$ cat src/rtl/nou_pkg.sv
// Shared helpers for NOU pipeline blocks: width calculations derived from FIFO depth.
package nou_pkg;

    // Pointer width for a power-of-two depth; indexes 0..depth-1.
    function automatic int PTR_W(input int depth);
        return (depth > 1) ? $clog2(depth) : 1;
    endfunction

    // Count width able to hold 0..depth inclusive.
    function automatic int CNT_W(input int depth);
        return $clog2(depth + 1);
    endfunction

endpackage

$ cat src/rtl/dff.sv
// Library enable flop without reset, used for datapath storage.
module dff #(
    parameter int W = 1
) (
    input  logic         clk,
    input  logic         g,
    input  logic [W-1:0] d,
    output logic [W-1:0] q
);

    // NOTE: storage is deliberately not reset; control state guarantees it is never read before written.
    always_ff @(posedge clk) begin
        if (g) begin
            q <= d;
        end
    end

endmodule

$ cat src/rtl/dffr.sv
// Library enable flop with asynchronous active-low reset to value R.
module dffr #(
    parameter int               W = 1,
    parameter logic [W-1:0]     R = '0
) (
    input  logic         clk,
    input  logic         rn,
    input  logic         g,
    input  logic [W-1:0] d,
    output logic [W-1:0] q
);

    // NOTE: sequential state uses non-blocking (<=) so every flop samples pre-edge values.
    always_ff @(posedge clk or negedge rn) begin
        if (!rn) begin
            q <= R;
        end else if (g) begin
            q <= d;
        end
    end

endmodule

$ cat src/rtl/nou_fifo_ctrl.sv
// Pointer, occupancy and flag logic for the NOU synchronous FIFO.
module nou_fifo_ctrl
    import nou_pkg::*;
#(
    parameter int DEPTH    = 4,
    parameter int AFULL_TH = DEPTH - 1
) (
    input  logic                       clk,
    input  logic                       rn,
    input  logic                       clr,
    input  logic                       wr_vld,
    input  logic                       rd_rdy,
    output logic                       wr_rdy,
    output logic                       rd_vld,
    output logic                       push,
    output logic [PTR_W(DEPTH)-1:0]    wr_ptr,
    output logic [PTR_W(DEPTH)-1:0]    rd_ptr,
    output logic [CNT_W(DEPTH)-1:0]    cnt,
    output logic                       afull
);

    localparam int PW = PTR_W(DEPTH);
    localparam int CW = CNT_W(DEPTH);
    localparam logic [CW-1:0] CNT_FULL = CW'(DEPTH);
    localparam logic [CW-1:0] CNT_AF   = CW'(AFULL_TH);

    logic          pop;
    logic          wr_ptr_en;
    logic          rd_ptr_en;
    logic          cnt_en;
    logic [PW-1:0] wr_ptr_d;
    logic [PW-1:0] rd_ptr_d;
    logic [CW-1:0] cnt_d;

    // Handshake flags depend only on registered count and clr, never on the partner's valid/ready.
    assign wr_rdy = (cnt != CNT_FULL) & ~clr;
    assign rd_vld = (cnt != '0) & ~clr;
    assign push   = wr_vld & wr_rdy;
    assign pop    = rd_vld & rd_rdy;
    assign afull  = (cnt >= CNT_AF);

    // NOTE: every always_comb output gets a default first so no latch is inferred.
    always_comb begin
        wr_ptr_d  = wr_ptr + PW'(1);
        rd_ptr_d  = rd_ptr + PW'(1);
        cnt_d     = cnt;
        wr_ptr_en = push;
        rd_ptr_en = pop;
        cnt_en    = push ^ pop;
        if (push && !pop) begin
            cnt_d = cnt + CW'(1);
        end else if (pop && !push) begin
            cnt_d = cnt - CW'(1);
        end
        if (clr) begin
            wr_ptr_d  = '0;
            rd_ptr_d  = '0;
            cnt_d     = '0;
            wr_ptr_en = 1'b1;
            rd_ptr_en = 1'b1;
            cnt_en    = 1'b1;
        end
    end

    dffr #(.W(PW), .R('0)) u_wr_ptr (
        .clk (clk),
        .rn  (rn),
        .g   (wr_ptr_en),
        .d   (wr_ptr_d),
        .q   (wr_ptr)
    );

    dffr #(.W(PW), .R('0)) u_rd_ptr (
        .clk (clk),
        .rn  (rn),
        .g   (rd_ptr_en),
        .d   (rd_ptr_d),
        .q   (rd_ptr)
    );

    dffr #(.W(CW), .R('0)) u_cnt (
        .clk (clk),
        .rn  (rn),
        .g   (cnt_en),
        .d   (cnt_d),
        .q   (cnt)
    );

endmodule

$ cat src/rtl/nou_sync_fifo.sv
// Single-clock first-word-fall-through FIFO between NOU pipeline stages.
module nou_sync_fifo
    import nou_pkg::*;
#(
    parameter int W        = 8,
    parameter int DEPTH    = 4,
    parameter int AFULL_TH = DEPTH - 1
) (
    input  logic                    clk,
    input  logic                    rn,
    input  logic                    clr,
    input  logic                    wr_vld,
    output logic                    wr_rdy,
    input  logic [W-1:0]            wr_data,
    output logic                    rd_vld,
    input  logic                    rd_rdy,
    output logic [W-1:0]            rd_data,
    output logic [CNT_W(DEPTH)-1:0] cnt,
    output logic                    afull
);

    localparam int PW = PTR_W(DEPTH);

    logic          push;
    logic [PW-1:0] wr_ptr;
    logic [PW-1:0] rd_ptr;
    logic [W-1:0]  mem [DEPTH];

    nou_fifo_ctrl #(
        .DEPTH    (DEPTH),
        .AFULL_TH (AFULL_TH)
    ) u_ctrl (
        .clk    (clk),
        .rn     (rn),
        .clr    (clr),
        .wr_vld (wr_vld),
        .rd_rdy (rd_rdy),
        .wr_rdy (wr_rdy),
        .rd_vld (rd_vld),
        .push   (push),
        .wr_ptr (wr_ptr),
        .rd_ptr (rd_ptr),
        .cnt    (cnt),
        .afull  (afull)
    );

    for (genvar i = 0; i < DEPTH; i++) begin : g_mem
        dff #(.W(W)) u_ent (
            .clk (clk),
            .g   (push & (wr_ptr == PW'(i))),
            .d   (wr_data),
            .q   (mem[i])
        );
    end

    // Head is read straight from storage, so a beat written at edge N shows at N+1 with no bypass.
    assign rd_data = mem[rd_ptr];

endmodule
$ cat config.mk
export PLATFORM = sky130hd
export DESIGN_NAME = nou_sync_fifo
export DESIGN_NICKNAME = d
export VERILOG_FILES = /design/src/rtl/nou_pkg.sv /design/src/rtl/dff.sv /design/src/rtl/dffr.sv /design/src/rtl/nou_fifo_ctrl.sv /design/src/rtl/nou_sync_fifo.sv
export SDC_FILE = /design/constraint.sdc
export NUM_CORES = 1
export LEC_CHECK = 0
export ABC_AREA = 1
export BUFFER_PORTS_ARGS = -buffer_cell sky130_fd_sc_hd__buf_2
export CAP_MARGIN = 20
export CORE_MARGIN = 2
export CORE_UTILIZATION = 58
export CTS_BUF_LIST = sky130_fd_sc_hd__clkbuf_8
export DETAILED_ROUTE_END_ITERATION = 12
export PLACE_DENSITY_LB_ADDON = 0.25
export SLEW_MARGIN = 20
export SYNTH_ARGS = -nofsm -noshare
export SYNTH_HDL_FRONTEND = slang
export SYNTH_SLANG_ARGS = --single-unit
$ cat constraint.sdc
create_clock -name clk -period 2.4 [get_ports clk]
set_clock_uncertainty 0.05 [all_clocks]
set_input_delay 0.24 -clock clk [delete_from_list [all_inputs] [get_ports clk]]
set_output_delay 0.24 -clock clk [all_outputs]
set_load 0.02 [all_outputs]
==> results by group <==
Clocking
  • H-tree Lvls: 2
  • Max Root-Sink Buffers: 2
  • CTS buffer count: 5
  • Clk slew on worst S/H paths: 80 ps
  • TritonCTS Sinks: 39
  • CTS tree: built
  • CTS Root Cell: clkbuf_8
  • Post-CTS Setup Repair Bufs: 0
  • PostCTS Resize Cnt: 0
  • Worst skew pair latency: 290 ps

Floorplanning
  • Core area: 2810 µm²
  • Die X: 58.7 µm
  • Vert. Die Dim: 58.7 µm
  • Initial Utilization: 61.8%
  • Row cnt: 19
  • Die area: 3440 µm²
  • Top-level I/O count: 27

Global routing
  • Initial antenna violation count: 0
  • Vias in the first global route: 1198
  • Overflow after GRT: 0
  • GRT Util Overall: 20.4%
  • First-pass GRT wire length: 5060 µm
  • Largest net degree at the start of global routing: 20

Detailed routing
  • Avg WL per Cell: 14.6 µm
  • Via count: 1146
  • Initial DRC Count: 58
  • Final wirelength: 3100 µm
  • DRC Markers: 1
  • ANT nets after route: 0
  • DR vias/cell: 5.38
  • 1st-pass router iterations: 8

STA
  • Final period util: 85.0%
  • Slew HR: 55.0%
  • Setup_tns: 0 ps
  • Fmax: 0.490 GHz
  • Fin. Hold Viols: 0
  • Setup violators final: 0
  • Actual slew at the worst max-slew pin: 675 ps
  • Tmin final: 2040 ps
  • Pins Over Slew Limit: 0
  • RSZ-0062 raised after global routing: false
  • WHS: 117 ps

Final layout
  • Most common cell after layout, fill and taps aside: edfxtp_1
  • Footprint of the multi-input gates: 484 µm²
  • Final #Nets: 201
  • Fillers: 196
  • Ant diodes: 0
  • Commonest cells after routing, fill and taps aside: edfxtp_1, buf_2, nor2_1
  • Layout cells sized above 1: 24.7%
  • Syn-to-layout area delta: 15.1%
  • Reg area: 1140 µm²

Critical path
  • Critical-path top delay cell: dfrtp_1
  • Crit-path max FO: 8
  • Crit-path cells: nor2_2 > nand2_1 > nand3_4 > inv_4 > ha_1 > fa_1 > inv_1 > nand2_1 > nand2_1 > nand3_1 > nand2_1 > nor2_1
  • Critical path type: reg -> reg
  • Crit-path most repeated cell: nand2_1
  • Largest stage delay on the critical path: 400 ps
  • CP Data Arrival Time: 2170 ps
  • Critical path startpoint category: flip-flop
  • CP Data Required Time: 2530 ps
  • Setup crit end kind: flip-flop

Run status
  • Failing checks: design-rule violations
  • Status: finished, violations left

Worst hold path
  • Hold/Removal Path Class: in -> reg

Yosys
  • Cell area after synthesis: 1730 µm²
  • Sequential fraction of the synthesis area: 65.5%
  • Ys flop type: edfxtp_1
  • Post-synthesis net count: 167
  • Async set-or-reset flop fraction in the synthesized netlist: 17.9%
  • Leading area contributor after synthesis: edfxtp_1
  • Synthesis Warnings: 0
  • Yosys reg bits: 39
  • Unique cell type count in the Yosys netlist: 23
  • Synth top area cells: edfxtp_1, dfrtp_1, nor2_1
  • Area share of the largest cell type after synthesis: 55.4%
  • Syn avg cell area: 11.8 µm²
  • Mapped Cells: 147
  • Post-synth EDFFs: 32

Placed design
  • GPL Wtd Cong: 0.797
  • Number of port buffers: 26
  • Placed wire-length estimate: 2140 µm

Flow run
  • Max cap viols: 0

Pwr
  • Pleak: 0.000847 µW
  • Power Density: 709 nW/µm²
  • Peak VDD IR: 0.410 mV
-- metal layers --
metal	part of all wire [%]	vias to the layer above	GRT usage [%]
met5	0	-	0
met4	1.4	0	8.77
met3	4.2	5	7.69
met2	51	25	32.7
met1	43	542	25.0
li1	-	574	-
-- cell type report --
class | instances | area share, %
clock buffer | 6 | 4.14
clock inverter | 2 | 0.439
inverter | 16 | 3.76
multi-input combinational | 88 | 24.3
sequential | 39 | 56.9
tap | 31 | 1.94
timing repair buffer | 31 | 8.53
-- sequential cells by signal (all words and copies together), names as in the netlist --
name,cells
g_mem.u_ent.q,32
u_ctrl.u_cnt.q,3
u_ctrl.u_rd_ptr.q,2
u_ctrl.u_wr_ptr.q,2
-- report_power, final --
group | internal [µW] | switching, µW | total, µW | leakage, µW
combinational | 66.3 | 124 | 191 | 0.000409
sequential | 760 | 23.0 | 784 | 0.000386
clock | 227 | 214 | 441 | 0.0000524
-- final timing paths --
kind                                                   from                                to  slack [ps]  cells after the start
setup / recovery              u_ctrl.u_cnt.q[1]$_DFFE_PN0P_     u_ctrl.u_cnt.q[2]$_DFFE_PN0P_         360                     12
hold / removal                                   wr_data[0]     g_mem[2].u_ent.q[0]$_DFFE_PP_         120                      1
setup reg to reg              u_ctrl.u_cnt.q[1]$_DFFE_PN0P_     u_ctrl.u_cnt.q[2]$_DFFE_PN0P_         360                     12
hold reg to reg            u_ctrl.u_wr_ptr.q[1]$_DFFE_PN0P_  u_ctrl.u_wr_ptr.q[1]$_DFFE_PN0P_         530                      2
max in group asynchronous                                rn     u_ctrl.u_cnt.q[0]$_DFFE_PN0P_        1860                      2
min in group asynchronous                                rn     u_ctrl.u_cnt.q[2]$_DFFE_PN0P_         270                      2
-- what timing repair did --
| item | CTS | global route |
|---|---|---|
| endpoints found under the setup margin | 0 | 0 |
| hold buffers | 1 | 0 |
| endpoints found under the hold margin | 7 | 0 |
-- cells in the mapped netlist (2+ instances only) --
master,instances
nor2_1,23
buf_6,3
inv_2,2
dfrtp_1,7
o21ai_1,2
edfxtp_1,32
o21ai_0,15
nand2_1,18
o22ai_1,8
a21oi_1,5
ha_1,6
inv_1,11
nand3_1,5
-- critical path: cells and delay by family (launching register included) --
| kind | cells | cell delay, ps |
|---|---|---|
| fa+ha+maj | 2 | 650 |
| buf+inv | 2 | 110 |
| flops | 1 | 400 |
| simple gates | 8 | 710 |
-- through the flow --
stage | power (µW) | util (%) | instance area, µm² | cells | setup WS (ps)
floorplan | 926 | - | 1730 | 147 | 395
global placement | 980 | 67.5 | 1890 | 204 | 428
detailed placement | 989 | 67.5 | 1890 | 204 | 387
CTS | 1420 | 71.1 | 2000 | 213 | 369
global route | 1480 | 71.1 | 2000 | 213 | 224
finish | 1420 | 71.1 | 2000 | 213 | 359
-- cells by family after synthesis --
kind of cell	share of synthesized area (%)
AOI/OAI and AO/OA	9.67
xor gates and xnor gates	0.505
adders and majority gates	5.48
buffers and inverters	6.57
DFF	65.5
and+or+nand+nor	12.3
No activity file was read; power rests on OpenSTA's default activity.
